**config.mk**
```make
export PLATFORM = sky130hd
export DESIGN_NAME = mdu_issue_ctrl_flat
export DESIGN_NICKNAME = d
export VERILOG_FILES = /design/src/rtl/mdu_pkg.sv /design/src/rtl/mdu_issue_ctrl_if.sv /design/src/rtl/mdu_issue_ctrl_mul_iter.sv /design/src/rtl/mdu_issue_ctrl.sv /design/src/flat_wrapper.sv
export SDC_FILE = /design/constraint.sdc
export NUM_CORES = 1
export LEC_CHECK = 0
export CAP_MARGIN = 25
export CORE_AREA = 2 2 226 228
export CTS_CLUSTER_DIAMETER = 100
export CTS_CLUSTER_SIZE = 24
export DETAILED_ROUTE_END_ITERATION = 8
export DIE_AREA = 0 0 228 230
export PLACE_DENSITY_LB_ADDON = 0.1
export SLEW_MARGIN = 10
export SYNTH_ARGS = -nofsm -noshare
export SYNTH_HDL_FRONTEND = slang
export SYNTH_SLANG_ARGS = --single-unit
```
**constraint.sdc**
```tcl
create_clock -name clk -period 13.5 [get_ports clk]
set_clock_uncertainty 0.2 [all_clocks]
set_input_delay 1.35 -clock clk [delete_from_list [all_inputs] [get_ports clk]]
set_output_delay 1.35 -clock clk [all_outputs]
set_load 0.05 [all_outputs]
```
**src/rtl/mdu_pkg.sv**
```systemverilog
`default_nettype none
// ============================================================================
//  Module   : mdu_pkg
//  Purpose  : Shared types and constants for the M-extension issue controller.
//             funct3 decode enum, controller state enum, multiply iteration
//             count.
//  Revision : 1.0  initial release
// ============================================================================
package mdu_pkg;

    typedef enum logic [2:0] {
        MDU_MUL    = 3'b000,
        MDU_MULH   = 3'b001,
        MDU_MULHSU = 3'b010,
        MDU_MULHU  = 3'b011,
        MDU_DIV    = 3'b100,
        MDU_DIVU   = 3'b101,
        MDU_REM    = 3'b110,
        MDU_REMU   = 3'b111
    } mdu_funct3_e;

    typedef enum logic [1:0] {
        ST_IDLE = 2'd0,
        ST_MUL  = 2'd1,
        ST_DIV  = 2'd2,
        ST_DONE = 2'd3
    } mdu_state_e;

    localparam int MUL_ITERS = 32;

endpackage : mdu_pkg
`default_nettype wire

```
**src/rtl/mdu_issue_ctrl_if.sv**
```systemverilog
`default_nettype none
// ============================================================================
//  Module   : mdu_issue_ctrl_if
//  Purpose  : EX-stage <-> MDU request/response bundle.
//  Ports    : master = EX stage (drives request, sees stall/result)
//             slave  = mdu_issue_ctrl
//  Revision : 1.0  initial release
// ============================================================================
interface mdu_issue_ctrl_if #(
    parameter int XLEN = 32
);
    logic            mdu_start;
    logic [2:0]      funct3;
    logic [XLEN-1:0] rs1_data;
    logic [XLEN-1:0] rs2_data;
    logic [4:0]      rd_addr;
    logic            flush;
    logic            mdu_busy;
    logic            mdu_valid;
    logic [XLEN-1:0] mdu_result;
    logic [4:0]      mdu_rd;

    modport master (
        output mdu_start, funct3, rs1_data, rs2_data, rd_addr, flush,
        input  mdu_busy, mdu_valid, mdu_result, mdu_rd
    );

    modport slave (
        input  mdu_start, funct3, rs1_data, rs2_data, rd_addr, flush,
        output mdu_busy, mdu_valid, mdu_result, mdu_rd
    );
endinterface : mdu_issue_ctrl_if
`default_nettype wire

```
**src/rtl/mdu_issue_ctrl_mul_iter.sv**
```systemverilog
`default_nettype none
// ============================================================================
//  Module   : mul_iter
//  Purpose  : Sign-handling radix-2 shift-add multiplier, MUL_ITERS cycles.
//  Ports    : clk, rst       clock / sync active-high reset
//             kill           abandon any operation in flight
//             start          load operands and op (one-cycle pulse)
//             op             funct3 of the multiply
//             a, b           operands
//             done           high on the cycle of the final iteration
//             result         selected/negated product, valid while done
//  Revision : 1.0  initial release
// ============================================================================
module mul_iter
    import mdu_pkg::*;
#(
    parameter int XLEN = 32
) (
    input  wire logic              clk,
    input  wire logic              rst,
    input  wire logic              kill,
    input  wire logic              start,
    input  wire mdu_funct3_e       op,
    input  wire logic [XLEN-1:0]   a,
    input  wire logic [XLEN-1:0]   b,
    output logic                   done,
    output logic [XLEN-1:0]        result
);
    localparam int              c_CNT_W = $clog2(MUL_ITERS);
    localparam logic [c_CNT_W-1:0] c_LAST = c_CNT_W'(MUL_ITERS - 1);

    mdu_funct3_e       r_op;
    logic              r_neg;
    logic              r_run;
    logic [c_CNT_W-1:0] r_cnt;
    logic [2*XLEN-1:0] r_acc;
    logic [2*XLEN-1:0] r_mcand;
    logic [XLEN-1:0]   r_mplier;

    logic              w_a_signed;
    logic              w_b_signed;
    logic              w_a_neg;
    logic              w_b_neg;
    logic [XLEN-1:0]   w_a_mag;
    logic [XLEN-1:0]   w_b_mag;
    logic [2*XLEN-1:0] w_acc_next;
    logic [2*XLEN-1:0] w_prod;

    assign w_a_signed = (op == MDU_MULH) || (op == MDU_MULHSU);
    assign w_b_signed = (op == MDU_MULH);
    assign w_a_neg    = w_a_signed && a[XLEN-1];
    assign w_b_neg    = w_b_signed && b[XLEN-1];
    // -2^(XLEN-1) negates to itself, which read as unsigned is the right magnitude.
    assign w_a_mag    = w_a_neg ? (~a + 1'b1) : a;
    assign w_b_mag    = w_b_neg ? (~b + 1'b1) : b;

    // The final add is folded into the output so the product is available on
    // the same edge that retires the last iteration.
    assign w_acc_next = r_acc + (r_mplier[0] ? r_mcand : '0);
    assign w_prod     = r_neg ? (~w_acc_next + 1'b1) : w_acc_next;
    assign result     = (r_op == MDU_MUL) ? w_prod[XLEN-1:0] : w_prod[2*XLEN-1:XLEN];
    assign done       = r_run && (r_cnt == c_LAST);

    always_ff @(posedge clk) begin
        if (rst || kill) begin
            r_op     <= MDU_MUL;
            r_neg    <= 1'b0;
            r_run    <= 1'b0;
            r_cnt    <= '0;
            r_acc    <= '0;
            r_mcand  <= '0;
            r_mplier <= '0;
        end else if (start) begin
            r_op     <= op;
            r_neg    <= w_a_neg ^ w_b_neg;
            r_run    <= 1'b1;
            r_cnt    <= '0;
            r_acc    <= '0;
            r_mcand  <= {{XLEN{1'b0}}, w_a_mag};
            r_mplier <= w_b_mag;
        end else if (r_run) begin
            r_acc    <= w_acc_next;
            r_mcand  <= r_mcand << 1;
            r_mplier <= r_mplier >> 1;
            r_cnt    <= r_cnt + 1'b1;
            if (done) begin
                r_run <= 1'b0;
            end
        end
    end

endmodule : mul_iter
`default_nettype wire

```
**src/rtl/mdu_issue_ctrl.sv**
```systemverilog
`default_nettype none
// ============================================================================
//  Module   : mdu_issue_ctrl
//  Purpose  : M-extension EX-stage controller. Multiplies run on mul_iter;
//             divides/remainders are issued to an external combinational
//             divider_32bit as a registered multicycle path of DIV_CYCLES.
//  Ports    : clk, rst        clock / sync active-high reset
//             ex (slave)      start/funct3/operands/rd/flush in,
//                             busy/valid/result/rd out
//             div_opcode      funct3[1:0] of the accepted divide
//             div_operand1/2  registered divider operands
//             result_divide   divider result
//  Config   : MDU_DIV_ZERO_FAST_EN - divide by zero completes in one cycle
//             with the architectural result instead of using the divider.
//  Revision : 1.0  initial release
// ============================================================================
module mdu_issue_ctrl
    import mdu_pkg::*;
#(
    parameter int XLEN       = 32,
    parameter int DIV_CYCLES = 4
) (
    input  wire logic            clk,
    input  wire logic            rst,
    mdu_issue_ctrl_if.slave      ex,
    output logic [1:0]           div_opcode,
    output logic [XLEN-1:0]      div_operand1,
    output logic [XLEN-1:0]      div_operand2,
    input  wire logic [XLEN-1:0] result_divide
);
    localparam int                 c_CNT_W = (DIV_CYCLES > 1) ? $clog2(DIV_CYCLES) : 1;
    localparam logic [c_CNT_W-1:0] c_DIV_LAST = c_CNT_W'(DIV_CYCLES - 1);

    mdu_state_e         r_state;
    mdu_state_e         w_state_next;
    logic [XLEN-1:0]    r_a;
    logic [XLEN-1:0]    r_b;
    logic [1:0]         r_op;
    logic [4:0]         r_rd;
    logic [XLEN-1:0]    r_res;
    logic [c_CNT_W-1:0] r_cnt;

    mdu_funct3_e        w_f3;
    logic               w_accept;
    logic               w_mul_start;
    logic               w_mul_done;
    logic [XLEN-1:0]    w_mul_result;
    logic               w_cap;
    logic [XLEN-1:0]    w_cap_val;

    assign w_f3     = mdu_funct3_e'(ex.funct3);
    // Flush beats a simultaneous start: nothing is accepted that cycle.
    assign w_accept = (r_state == ST_IDLE) && ex.mdu_start && !ex.flush;

    assign ex.mdu_busy   = w_accept || (r_state == ST_MUL) || (r_state == ST_DIV);
    assign ex.mdu_valid  = (r_state == ST_DONE);
    assign ex.mdu_result = r_res;
    assign ex.mdu_rd     = r_rd;

    assign div_opcode    = r_op;
    assign div_operand1  = r_a;
    assign div_operand2  = r_b;

    mul_iter #(
        .XLEN   (XLEN)
    ) u_mul_iter (
        .clk    (clk),
        .rst    (rst),
        .kill   (ex.flush),
        .start  (w_mul_start),
        .op     (w_f3),
        .a      (ex.rs1_data),
        .b      (ex.rs2_data),
        .done   (w_mul_done),
        .result (w_mul_result)
    );

    always_comb begin
        w_state_next = r_state;
        w_mul_start  = 1'b0;
        w_cap        = 1'b0;
        w_cap_val    = result_divide;
        case (r_state)
            ST_IDLE: begin
                if (w_accept) begin
                    if (!w_f3[2]) begin
                        w_state_next = ST_MUL;
                        w_mul_start  = 1'b1;
                    end else begin
`ifdef MDU_DIV_ZERO_FAST_EN
                        if (ex.rs2_data == '0) begin
                            w_state_next = ST_DONE;
                            w_cap        = 1'b1;
                            w_cap_val    = ((w_f3 == MDU_DIV) || (w_f3 == MDU_DIVU)) ?
                                           '1 : ex.rs1_data;
                        end else begin
                            w_state_next = ST_DIV;
                        end
`else
                        w_state_next = ST_DIV;
`endif
                    end
                end
            end
            ST_MUL: begin
                if (w_mul_done) begin
                    w_state_next = ST_DONE;
                    w_cap        = 1'b1;
                    w_cap_val    = w_mul_result;
                end
            end
            ST_DIV: begin
                // Divider inputs have been stable DIV_CYCLES cycles by this edge.
                if (r_cnt == c_DIV_LAST) begin
                    w_state_next = ST_DONE;
                    w_cap        = 1'b1;
                end
            end
            ST_DONE: begin
                w_state_next = ST_IDLE;
            end
            default: begin
                w_state_next = ST_IDLE;
            end
        endcase
        if (ex.flush) begin
            w_state_next = ST_IDLE;
            w_cap        = 1'b0;
        end
    end

    always_ff @(posedge clk) begin
        if (rst) begin
            r_state <= ST_IDLE;
        end else begin
            r_state <= w_state_next;
        end
    end

    always_ff @(posedge clk) begin
        if (rst) begin
            r_a   <= '0;
            r_b   <= '0;
            r_op  <= '0;
            r_rd  <= '0;
            r_res <= '0;
            r_cnt <= '0;
        end else begin
            if (w_accept) begin
                r_a   <= ex.rs1_data;
                r_b   <= ex.rs2_data;
                r_op  <= ex.funct3[1:0];
                r_rd  <= ex.rd_addr;
                r_cnt <= '0;
            end else if (r_state == ST_DIV) begin
                r_cnt <= r_cnt + 1'b1;
            end
            if (w_cap) begin
                r_res <= w_cap_val;
            end
        end
    end

endmodule : mdu_issue_ctrl
`default_nettype wire

```
**src/flat_wrapper.sv**
```systemverilog
// flat-port wrapper written by rule: the top's interface ports become plain ports
module mdu_issue_ctrl_flat import mdu_pkg::*;
#(
    parameter int XLEN       = 32,
    parameter int DIV_CYCLES = 4
)
  (clk, rst, div_opcode, div_operand1, div_operand2, result_divide, ex_mdu_start, ex_funct3, ex_rs1_data, ex_rs2_data, ex_rd_addr, ex_flush, ex_mdu_busy, ex_mdu_valid, ex_mdu_result, ex_mdu_rd);
  mdu_issue_ctrl_if #(.XLEN(XLEN)) ex_i ();
  input  wire logic clk;
  input  wire logic rst;
  output logic [1:0] div_opcode;
  output logic [XLEN-1:0] div_operand1;
  output logic [XLEN-1:0] div_operand2;
  input  wire logic [XLEN-1:0] result_divide;
  input wire logic [$bits(ex_i.mdu_start)-1:0] ex_mdu_start;
  input wire logic [$bits(ex_i.funct3)-1:0] ex_funct3;
  input wire logic [$bits(ex_i.rs1_data)-1:0] ex_rs1_data;
  input wire logic [$bits(ex_i.rs2_data)-1:0] ex_rs2_data;
  input wire logic [$bits(ex_i.rd_addr)-1:0] ex_rd_addr;
  input wire logic [$bits(ex_i.flush)-1:0] ex_flush;
  output wire logic [$bits(ex_i.mdu_busy)-1:0] ex_mdu_busy;
  output wire logic [$bits(ex_i.mdu_valid)-1:0] ex_mdu_valid;
  output wire logic [$bits(ex_i.mdu_result)-1:0] ex_mdu_result;
  output wire logic [$bits(ex_i.mdu_rd)-1:0] ex_mdu_rd;
  assign ex_i.mdu_start = ex_mdu_start;
  assign ex_i.funct3 = ex_funct3;
  assign ex_i.rs1_data = ex_rs1_data;
  assign ex_i.rs2_data = ex_rs2_data;
  assign ex_i.rd_addr = ex_rd_addr;
  assign ex_i.flush = ex_flush;
  assign ex_mdu_busy = ex_i.mdu_busy;
  assign ex_mdu_valid = ex_i.mdu_valid;
  assign ex_mdu_result = ex_i.mdu_result;
  assign ex_mdu_rd = ex_i.mdu_rd;
  mdu_issue_ctrl #(.XLEN(XLEN), .DIV_CYCLES(DIV_CYCLES)) u_core (.clk(clk), .rst(rst), .ex(ex_i), .div_opcode(div_opcode), .div_operand1(div_operand1), .div_operand2(div_operand2), .result_divide(result_divide));
endmodule
```
# Word-level counts from Yosys, hierarchy flattened
# Cells that the tools add are included.
word_totals:
  register_bits: 277
  output_inout_bits: 105
  wordCells: 78
classes:
  add_sub_neg: 6
  n_eq_ne: 10
  muxes: 26
  bitwise_logic: 4
  reduce_logical: 17
op_table:
  columns: ["cell", "n"]
  rows:
  - ["two-way mux 32 bit", 9]
  - ["two-way mux 64 bit", 2]
  - ["adder 32 x 1 -> 32 bit, second input constant", 2]
  - ["adder 64 x 1 -> 64 bit, second input constant", 1]
  - ["adder 64 bit", 1]
  - ["NOT 32 bit", 2]
  - ["NOT 64 bit", 1]
  - ["two-way mux 1 bit", 9]
  - ["two-way mux 2 bit", 4]
  - ["case mux 2 bit (4 select lines)", 1]
  - ["== test 2 bit, second input constant", 3]
  - ["OR reduction 2 bit", 3]
  - ["adder 5 x 1 -> 5 bit, second input constant", 1]
  - ["== test 5 bit, second input constant", 1]
  - ["logical AND 1 bit", 5]
  - ["logical OR 1 bit", 4]
  - ["inequality test 2 x 1 -> 1 bit, second input constant", 2]
  - ["== test 3 x 1 -> 1 bit, second input constant", 1]
  - ["== test 3 x 2 -> 1 bit, second input constant", 1]
  - ["logical NOT 3 bit", 1]
  - ["AND reduction 3 bit", 1]
  - ["adder 2 x 1 -> 2 bit, second input constant", 1]
  - ["== test 2 x 1 -> 1 bit, second input constant", 1]
  - ["logical NOT 2 bit", 1]
  - ["5 further kinds", 5]

# Depth between registers and ports, before layout
# Gate-level depths: netlist of run 1.
depth:
  word_depth: 8
  depth_mapped: 19

# Hierarchy
# Synthesis of run 1 repeated with hierarchy kept, for this count alone.
hier_totals:
  hier_cells: 2601
  hier_area_um2: 19822.8
by_module_without_submodules:
  columns: ["module", "instances", "cells_per_inst", "area_each_um2", "seq_area_each_um2"]
  rows:
  - ["mul_iter", 1, 2111, 15472.3, 3403.3]
  - ["mdu_issue_ctrl", 1, 490, 4350.4, 2142.1]

# Worst setup path after synthesis of run 1
# Ideal clock, no wire load.
synth_timing:
  path_kind: "register -> register"
  startpoint: "register u_core.u_mul_iter.r_mplier[0]"
  endpoint: "register u_core.r_res[23], in the netlist u_core.ex.mdu_result[23]"
  setup_ps: 74
  t_arrival_ps: 4864
  required_ps: 13226
  path_slack_ps: 8362
  path_stages_with_launch: 19
  n_path_buf: 2
  cell_sequence: "dfxtp_1 > clkbuf_1 > clkbuf_1 > and2_1 > ha_1 > inv_1 > fa_1 > nand2b_2 > a21oi_1 > o21ai_0 > a221oi_4 > or4b_4 > or4b_4 > nor4_4 > nand3b_4 > o41ai_1 > xor2_1 > or3_1 > a31oi_1"
synth_via:
  elab_chain_cells: 8
synth_lines:
  columns: ["item", "line_no", "text"]
  rows:
  - ["from (decl)", "mdu_issue_ctrl_mul_iter.sv:38", "logic [XLEN-1:0] r_mplier;"]
  - ["from (signal assigned)", "mdu_issue_ctrl_mul_iter.sv:80", "r_mplier <= w_b_mag;"]
  - ["from (signal assigned)", "mdu_issue_ctrl_mul_iter.sv:84", "r_mplier <= r_mplier >> 1;"]
  - ["two-way mux 64 bit (*)", "mdu_issue_ctrl_mul_iter.sv:59", "assign w_acc_next = r_acc + (r_mplier[0] ? r_mcand : '0);"]
  - ["adder 64 bit (*)", "mdu_issue_ctrl_mul_iter.sv:59", null]
  - ["NOT 64 bit", "mdu_issue_ctrl_mul_iter.sv:60", "assign w_prod = r_neg ? (~w_acc_next + 1'b1) : w_acc_next;"]
  - ["adder 64 x 1 -> 64 bit", "mdu_issue_ctrl_mul_iter.sv:60", null]
  - ["two-way mux 64 bit (*)", "mdu_issue_ctrl_mul_iter.sv:60", null]
  - ["two-way mux 32 bit (*)", "mdu_issue_ctrl_mul_iter.sv:61", "assign result = (r_op == MDU_MUL) ? w_prod[XLEN-1:0] : w_prod[2*XLEN-1:XLEN];"]
  - ["two-way mux 32 bit (*)", "mdu_issue_ctrl.sv:106", "if (w_mul_done) begin"]
  - ["two-way mux 32 bit (*)", "mdu_issue_ctrl.sv:83", "case (r_state)"]
  - ["to (signal assigned)", "mdu_issue_ctrl.sv:159", "r_res <= w_cap_val;"]
  - ["to (decl)", "mdu_issue_ctrl.sv:40", "logic [XLEN-1:0] r_res;"]
# Every way passes the cells marked *; elsewhere a longest branch is shown, timed or not.
# A chain may end at the register's enable or synchronous reset.

# Worst setup path after layout of run 1
layout_timing:
  startpoint: "register u_core.u_mul_iter.r_mplier[0]"
  endpoint: "register u_core.r_res[31], in the netlist u_core.ex.mdu_result[31]"
# Same word-level chain as after synthesis.

==> results of run 1 <==
## worst paths after layout
path / startpoint / endpoint / slack [ns] / depth (start not counted)
worst max-delay path: u_core.u_mul_iter.r_mplier[0] / u_core.ex.mdu_result[31] / 7.29 / 17
worst min-delay path: u_core.div_operand2[12] / u_core.div_operand2[12] / 0.26 / 2
worst max register to register: u_core.u_mul_iter.r_mplier[0] / u_core.ex.mdu_result[31] / 7.29 / 17
worst min register to register: u_core.div_operand2[12] / u_core.div_operand2[12] / 0.26 / 2
## critical path, stage by stage (launching register included)
cell and delay, ns:
dfxtp_1 0.32, buf_4 0.44, and2_1 0.21, ha_1 0.17, inv_1 0.06, fa_1 0.42
nand2b_2 0.24, a21o_1 0.23, a211oi_1 0.45, o21ai_0 0.33, a211oi_1 0.57, a21oi_1 0.17
xor2_1 0.56, nand3b_1 0.41, nor4_1 0.56, nand4_1 0.22, a2111oi_0 0.43, nor2_1 0.07
## layout by cell type (no fill, tap or decap), types with 52 or more instances in the layout
master           netlist  routed
xnor2_1               68      68
nor3_1                53      52
a21oi_1              257     257
o21ai_0              130     130
mux2i_1              159     159
xor2_1                56      56
nand4_1               52      52
nor2_1               329     329
ha_1                  74      74
nand2_1              317     316
and2_1                87      87
dfxtp_1              277     275
a211oi_1              93      92
clkdlybuf4s50_1        0     211
## Yosys cell counts, drive strengths merged, types with 7 or more instances
| cell type | number | area share (%) |
|---|---|---|
| a22oi | 9 | 0.34 |
| nor2b | 9 | 0.28 |
| o31ai | 34 | 1.3 |
| ha | 74 | 4.7 |
| dfxtp | 277 | 28 |
| and2 | 89 | 2.8 |
| nand3 | 49 | 1.3 |
| o21ai | 135 | 3.4 |
| nand2 | 317 | 6.0 |
| inv | 32 | 0.61 |
| or3 | 26 | 0.85 |
| a221oi | 7 | 0.43 |
| o41ai | 11 | 0.53 |
| clkbuf | 147 | 2.8 |
| o211ai | 19 | 0.72 |
| a21boi | 8 | 0.30 |
| a21oi | 260 | 6.6 |
| nand2b | 16 | 0.52 |
| and4 | 13 | 0.58 |
| nand4 | 52 | 1.6 |
| or2 | 12 | 0.38 |
| xnor2 | 68 | 3.0 |
| a21o | 27 | 1.0 |
| nand3b | 8 | 0.37 |
| buf | 31 | 0.68 |
| mux2i | 159 | 8.1 |
| nor4 | 23 | 0.91 |
| xor2 | 56 | 2.5 |
| o21bai | 10 | 0.38 |
| o21a | 10 | 0.38 |
| a311oi | 12 | 0.53 |
| a31oi | 24 | 0.76 |
| a211oi | 93 | 3.5 |
| nor2 | 329 | 6.3 |
| and3 | 22 | 0.70 |
| nor3 | 54 | 1.4 |
## layout make-up
type | instances | area share (%)
multi-input cells | 2147 | 58.51
repair buffers | 248 | 10.46
clock buffers | 20 | 2.130
well taps | 672 | 3.661
flip-flops and latches | 277 | 24.16
inverters | 33 | 0.5393
clock inverters | 6 | 0.5338
## cell families after synthesis
family | share of synthesized area, %
buffers and inverters | 4.104
XOR/XNOR | 5.497
adder cells (fa/ha/maj) | 4.788
AO/OA/AOI/OAI | 24.13
AND/OR/NAND/NOR | 25.17
multiplexers | 8.245
flip-flops | 28.07
## per-layer routing
metal	vias up	wire length, µm	GRT usage [%]	share of wire [%]
met4	0	3447	11.74	4.7
met2	573	34690	46.46	47
li1	9713	-	-	-
met1	9548	31620	33.72	43
met3	140	3369	3.683	4.6
met5	-	0	0	0
## metrics by stage
stage	power, mW	utilization (%)
floorplan	1.013	-
global placement	1.109	44.75
detailed placement	1.112	44.81
CTS	1.729	46.04
global route	1.775	46.07
finish	1.698	46.07
## registers in the layout (all words and copies together), names as in the netlist
name,count
u_core.ex.mdu_rd,5
u_core.u_mul_iter.r_op,3
u_core.u_mul_iter.r_mplier,32
u_core.u_mul_iter.r_run,1
u_core.div_operand2,32
u_core.u_mul_iter.r_cnt,5
u_core.u_mul_iter.r_mcand,64
u_core.u_mul_iter.r_acc,64
u_core.r_cnt,2
u_core.div_opcode,2
u_core.div_operand1,32
u_core.r_state,2
u_core.ex.mdu_result,32
u_core.u_mul_iter.r_neg,1
## power groups by stage
stage	registers, mW	clock network, mW	logic (mW)
after floorplan	0.904	0	0.109
after global placement	0.865	0	0.244
after detailed placement	0.866	0	0.246
after CTS	0.848	0.635	0.247
after global routing	0.850	0.659	0.266
final	0.847	0.606	0.245
==> flow_metrics.py, run 1 <==
metrics = {
    "pwr": {
        "p_sw_mw": 0.4951,
        "power_frac_comb_pct": 14.4,
        "pwr-share-seq_pct": 49.9,
        "p_sw_share_pct": 29.15,
        "p_leak_nw": 8.136,
        "irDropWorstVdd_mv": 0.07523,
        "powerDensity_mw_per_mm2": 73.93,
        "power.internal_mw": 1.203,
        "p_clk_share_pct": 35.7,
    },
    "sta": {
        "fmax_ghz": 0.1611,
        "drv_slew": 0,
        "setup_viol": 0,
        "slew_headroom_pct": 32.04,
        "hold_slack_ns": 0.2582,
        "fin_ws_ns": 7.291,
        "hold_viol_final": 0,
        "period_share_pct": 45.99,
        "setup_tns_ns": 0,
        "rsz0062_at_grt": "no",
        "layout_min_cycle_time_ns": 6.209,
        "tightest_slew_ns": 1.019,
    },
    "clock_network": {
        "cts_max_level": 1,
        "cts_buffers": 18,
        "postCtsSetupRepairBufs": 0,
        "cts_resized": 0,
        "cts_tree": "built",
        "path_clk_slew_ns": 0.09,
        "cts.sinks": 277,
        "clock_latency_ns": 0.57,
        "clock_path_buffers": 3,
        "cts_root_buf": "clkbuf_16",
        "holdBufCountCts": 0,
    },
    "place": {
        "dp_hpwl_mm": 57.03,
        "place_congestion": 0.9857,
        "numPortBuffers": 212,
        "dp_cells": 3375,
        "dp_slack_ns": 7.307,
        "place_area_mm2": 0.02235,
    },
    "routing": {
        "drc": 0,
        "ant_nets": 0,
        "vias": 19970,
        "wire_per_inst_um": 21.49,
        "first_pass_iters": 6,
        "wirelength_mm": 73.12,
        "drtIter0Drc": 1477,
        "viasPerCell": 5.870,
    },
    "floorplan": {
        "die_w_um": 228,
        "dieArea_mm2": 0.05244,
        "initial_utilization_pct": 39.62,
        "ios": 213,
        "row_count": 82,
        "die_h_um": 230,
        "coreArea_mm2": 0.04986,
    },
    "worst_hold_path": {
        "hold_path.class": "flip-flop to flip-flop",
    },
    "layout": {
        "syn_to_final_growth_pct": 16.26,
        "stdcell_area_mm2": 0.02297,
        "fin_nets": 2908,
        "drive_gt1_share_pct": 4.174,
        "seqCellArea_mm2": 0.005550,
        "finalNonFillerCells": 3403,
        "multi_input_area_mm2": 0.01344,
        "diodes": 0,
        "fillerInstances": 5148,
    },
    "global_route": {
        "grt.overflow.total": 0,
        "grt.total_usage_pct": 27.00,
        "antenna_found_initial": 0,
        "grt_max_degree": 75,
        "grt_pass1_wl_mm": 113.5,
        "grt_pass1_vias": 19320,
    },
    "critical_path": {
        "cp-end-kind": "flip-flop",
        "crit_required_ns": 13.74,
        "crit_arrival_ns": 6.45,
        "cp-start-kind": "flip-flop",
        "crit_type": "flip-flop to flip-flop",
        "cp_max_fo": 65,
    },
    "synth": {
        "synth_cell_types": 91,
        "synth_flop_cell": "dfxtp_1",
        "avgSynthCellArea_um2": 7.498,
        "yosys_warnings": 0,
        "synthArstFlopShare_pct": 0,
        "ys_ff_latch": 277,
        "netlist_area_mm2": 0.01976,
        "netlist_instances": 2635,
        "syn-num-nets": 2818,
        "synth_edf_count": 0,
        "synth-seq-area-share_pct": 28.07,
    },
    "outcome": {
        "outcome": "complete, no violations",
    },
    "flow_run": {
        "cap_viol_max_count": 0,
    },
}
Power figures use the tool's default switching activity.
==> run 2: changes to the inputs <==
==> constraint.sdc (replaced) <==
create_clock -name clk -period 5.8 [get_ports clk]
set_clock_uncertainty 0.2 [all_clocks]
set_input_delay 0.58 -clock clk [delete_from_list [all_inputs] [get_ports clk]]
set_output_delay 0.58 -clock clk [all_outputs]
set_load 0.05 [all_outputs]
==> run 2 against run 1 <==
Net effect:
- via count rose by 1.6%
- clock-buffer cell count is 1 lower
- die area is the same
- clock power rose to 2.6 times the previous value
- combinational power up 140%
- power rose by 140%
- sequential power increased by 130%
- first-iteration DRC count grew 1.5%
- core utilization rose by 0.76 points
- fmax up 12%
- critical path type unchanged
- critical endpoint is now u_core.ex.mdu_result[29]
- largest cell class unchanged
==> flow_metrics.py, run 2 (synthesis results as in run 1) <==
metrics = {
    "outcome": {
        "outcome": "complete, no violations",
    },
    "floorplan": {
        "ios": 213,
        "die_w_um": 228,
        "die_h_um": 230,
        "row_count": 82,
        "dieArea_mm2": 0.05244,
        "initial_utilization_pct": 39.62,
        "coreArea_mm2": 0.04986,
    },
    "pwr": {
        "p_sw_share_pct": 29.37,
        "p_sw_mw": 1.203,
        "irDropWorstVdd_mv": 0.1897,
        "power.internal_mw": 2.892,
        "p_leak_nw": 8.353,
        "powerDensity_mw_per_mm2": 175.4,
        "power_frac_comb_pct": 14.1,
        "p_clk_share_pct": 37.8,
        "pwr-share-seq_pct": 48.1,
    },
    "sta": {
        "fmax_ghz": 0.1810,
        "layout_min_cycle_time_ns": 5.524,
        "hold_viol_final": 0,
        "drv_slew": 0,
        "tightest_slew_ns": 1.002,
        "hold_slack_ns": 0.2581,
        "setup_viol": 0,
        "slew_headroom_pct": 32.83,
        "rsz0062_at_grt": "yes",
        "period_share_pct": 95.24,
    },
    "critical_path": {
        "crit_arrival_ns": 5.77,
        "cp-start-kind": "flip-flop",
        "critical_path.top_delay_family": "compound AO/OA/AOI/OAI gates",
        "critPathSlowestCell": "o21ai_0",
        "crit-reg2reg-capture": "u_core.ex.mdu_result[29]",
        "r2r-start": "u_core.u_mul_iter.r_mplier[0]",
        "reg2reg_slack_ns": 0.28,
        "crit_required_ns": 6.05,
        "cp_max_fo": 33,
        "setup.worst_path.start": "u_core.u_mul_iter.r_mplier[0]",
        "crit_type": "flip-flop to flip-flop",
        "slowest_delay_ns": 0.66,
        "reg2reg_depth": 16,
        "cp-end-kind": "flip-flop",
        "crit_chain": "buf_4 > and2_1 > ha_1 > a21oi_1 > o21ai_0 > a22oi_1 > and3_1 > a211oi_1 > a311oi_1 > buf_4 > a21oi_1 > nand2_1 > and4b_1 > and3_1 > a31oi_1 > o31a_1",
        "path_buf_inv": 2,
    },
    "global_route": {
        "grt_max_degree": 98,
        "antenna_found_initial": 2,
        "grt_pass1_wl_mm": 116.1,
        "grt_pass1_vias": 19640,
        "grt.overflow.total": 0,
        "grt.total_usage_pct": 27.87,
    },
    "clock_network": {
        "holdBufCountCts": 0,
        "cts.sinks": 277,
        "cts_tree": "built",
        "cts_buffers": 19,
        "clock_latency_ns": 0.57,
        "cts_max_level": 1,
        "clock_path_buffers": 3,
        "path_clk_slew_ns": 0.10,
        "cts_root_buf": "clkbuf_16",
    },
    "place": {
        "numPortBuffers": 212,
        "dp_cells": 3413,
        "place_congestion": 1.040,
        "dp_hpwl_mm": 59.80,
        "place_area_mm2": 0.02261,
    },
    "layout": {
        "final_cell_mix": "329 x nor2_1, 316 x nand2_1, 275 x dfxtp_1",
        "fin_nets": 2947,
        "drive_gt1_share_pct": 5.806,
        "final_util_pct": 46.83,
        "mostFrequentLayoutCell": "nor2_1",
        "fillerInstances": 5156,
        "stdcell_area_mm2": 0.02335,
        "syn_to_final_growth_pct": 18.17,
        "reg_top3": "u_core.u_mul_iter.r_acc x64, u_core.u_mul_iter.r_mcand x64",
        "finalNonFillerCells": 3447,
    },
    "worst_hold_path": {
        "min_path_cells": 2,
        "hold_path.class": "flip-flop to flip-flop",
        "holdPathEnd": "u_core.div_operand2[31]",
        "worstHoldStart": "u_core.div_operand2[31]",
    },
    "routing": {
        "vias": 20300,
        "wirelength_mm": 76.02,
        "ant_nets": 0,
        "first_pass_iters": 5,
        "wire_per_inst_um": 22.05,
        "drtIter0Drc": 1499,
        "drc": 0,
        "viasPerCell": 5.888,
    },
    "flow_run": {
        "cap_viol_max_count": 0,
    },
}
==> run 2: power by group through the flow <==
| stage | Clock, mW | Sequential (mW) | Combinational [mW] |
|---|---|---|---|
| global route | 1.66 | 1.97 | 0.627 |
| global placement | 0 | 2.01 | 0.576 |
| floorplan | 0 | 2.10 | 0.253 |
| finish | 1.55 | 1.97 | 0.579 |
| CTS | 1.59 | 1.97 | 0.582 |
| detailed placement | 0 | 2.01 | 0.581 |
==> run 2: how the worst max path moves through the flow <==
stage                                to  cells after the start
2_1_floorplan  u_core.ex.mdu_result[23]                     18
5_1_grt        u_core.ex.mdu_result[31]                     16
6_report       u_core.ex.mdu_result[29]                     16
3_3_place_gp   u_core.ex.mdu_result[31]                     16
3_5_place_dp   u_core.ex.mdu_result[31]                     16
4_1_cts        u_core.ex.mdu_result[31]                     16
==> run 2: worst min-delay path: cells and delay by family, from the launching register on <==
family           cells  cell delay (ns)
AO/OA/AOI/OAI        1             0.05
flip-flops           1             0.32
AND/OR/NAND/NOR      1             0.05
==> run 2: what timing repair did <==
| action | in CTS | in global routing |
|---|---|---|
| setup endpoints to repair | 0 | 9 |
| buffers inserted | 0 | 0 |
| gates resized for setup | 0 | 6 |
==> run 2: stage by stage <==
step                total power, mW  setup WS, ns  TNS [ns]
finish                        4.094        0.2759         0
detailed placement            2.592        0.4447         0
CTS                           4.142        0.3898         0
global placement              2.585        0.3614         0
floorplan                     2.357        0.6623         0
global route                  4.257      -0.03781  -0.03781
==> run 2: layout make-up <==
| type | instances | area, µm² | area share, % |
|---|---|---|---|
| multi-input combinational | 2147 | 13460 | 57.66 |
| timing repair buffer | 286 | 2700 | 11.56 |
| sequential | 277 | 5550 | 23.77 |
| tap | 672 | 840.8 | 3.601 |
| clock buffer | 19 | 475.5 | 2.036 |
| clock inverter | 11 | 191.4 | 0.8199 |
| antenna | 2 | 5.005 | 0.02144 |
| inverter | 33 | 123.9 | 0.5305 |
==> run 2: per-layer routing <==
metal | global-route usage [%] | part of all wire [%] | up-vias
met3 | 3.720 | 5.0 | 168
li1 | - | - | 9813
met4 | 11.87 | 4.7 | 0
met1 | 34.77 | 43 | 9677
met2 | 48.17 | 47 | 637
met5 | 0 | 0 | -
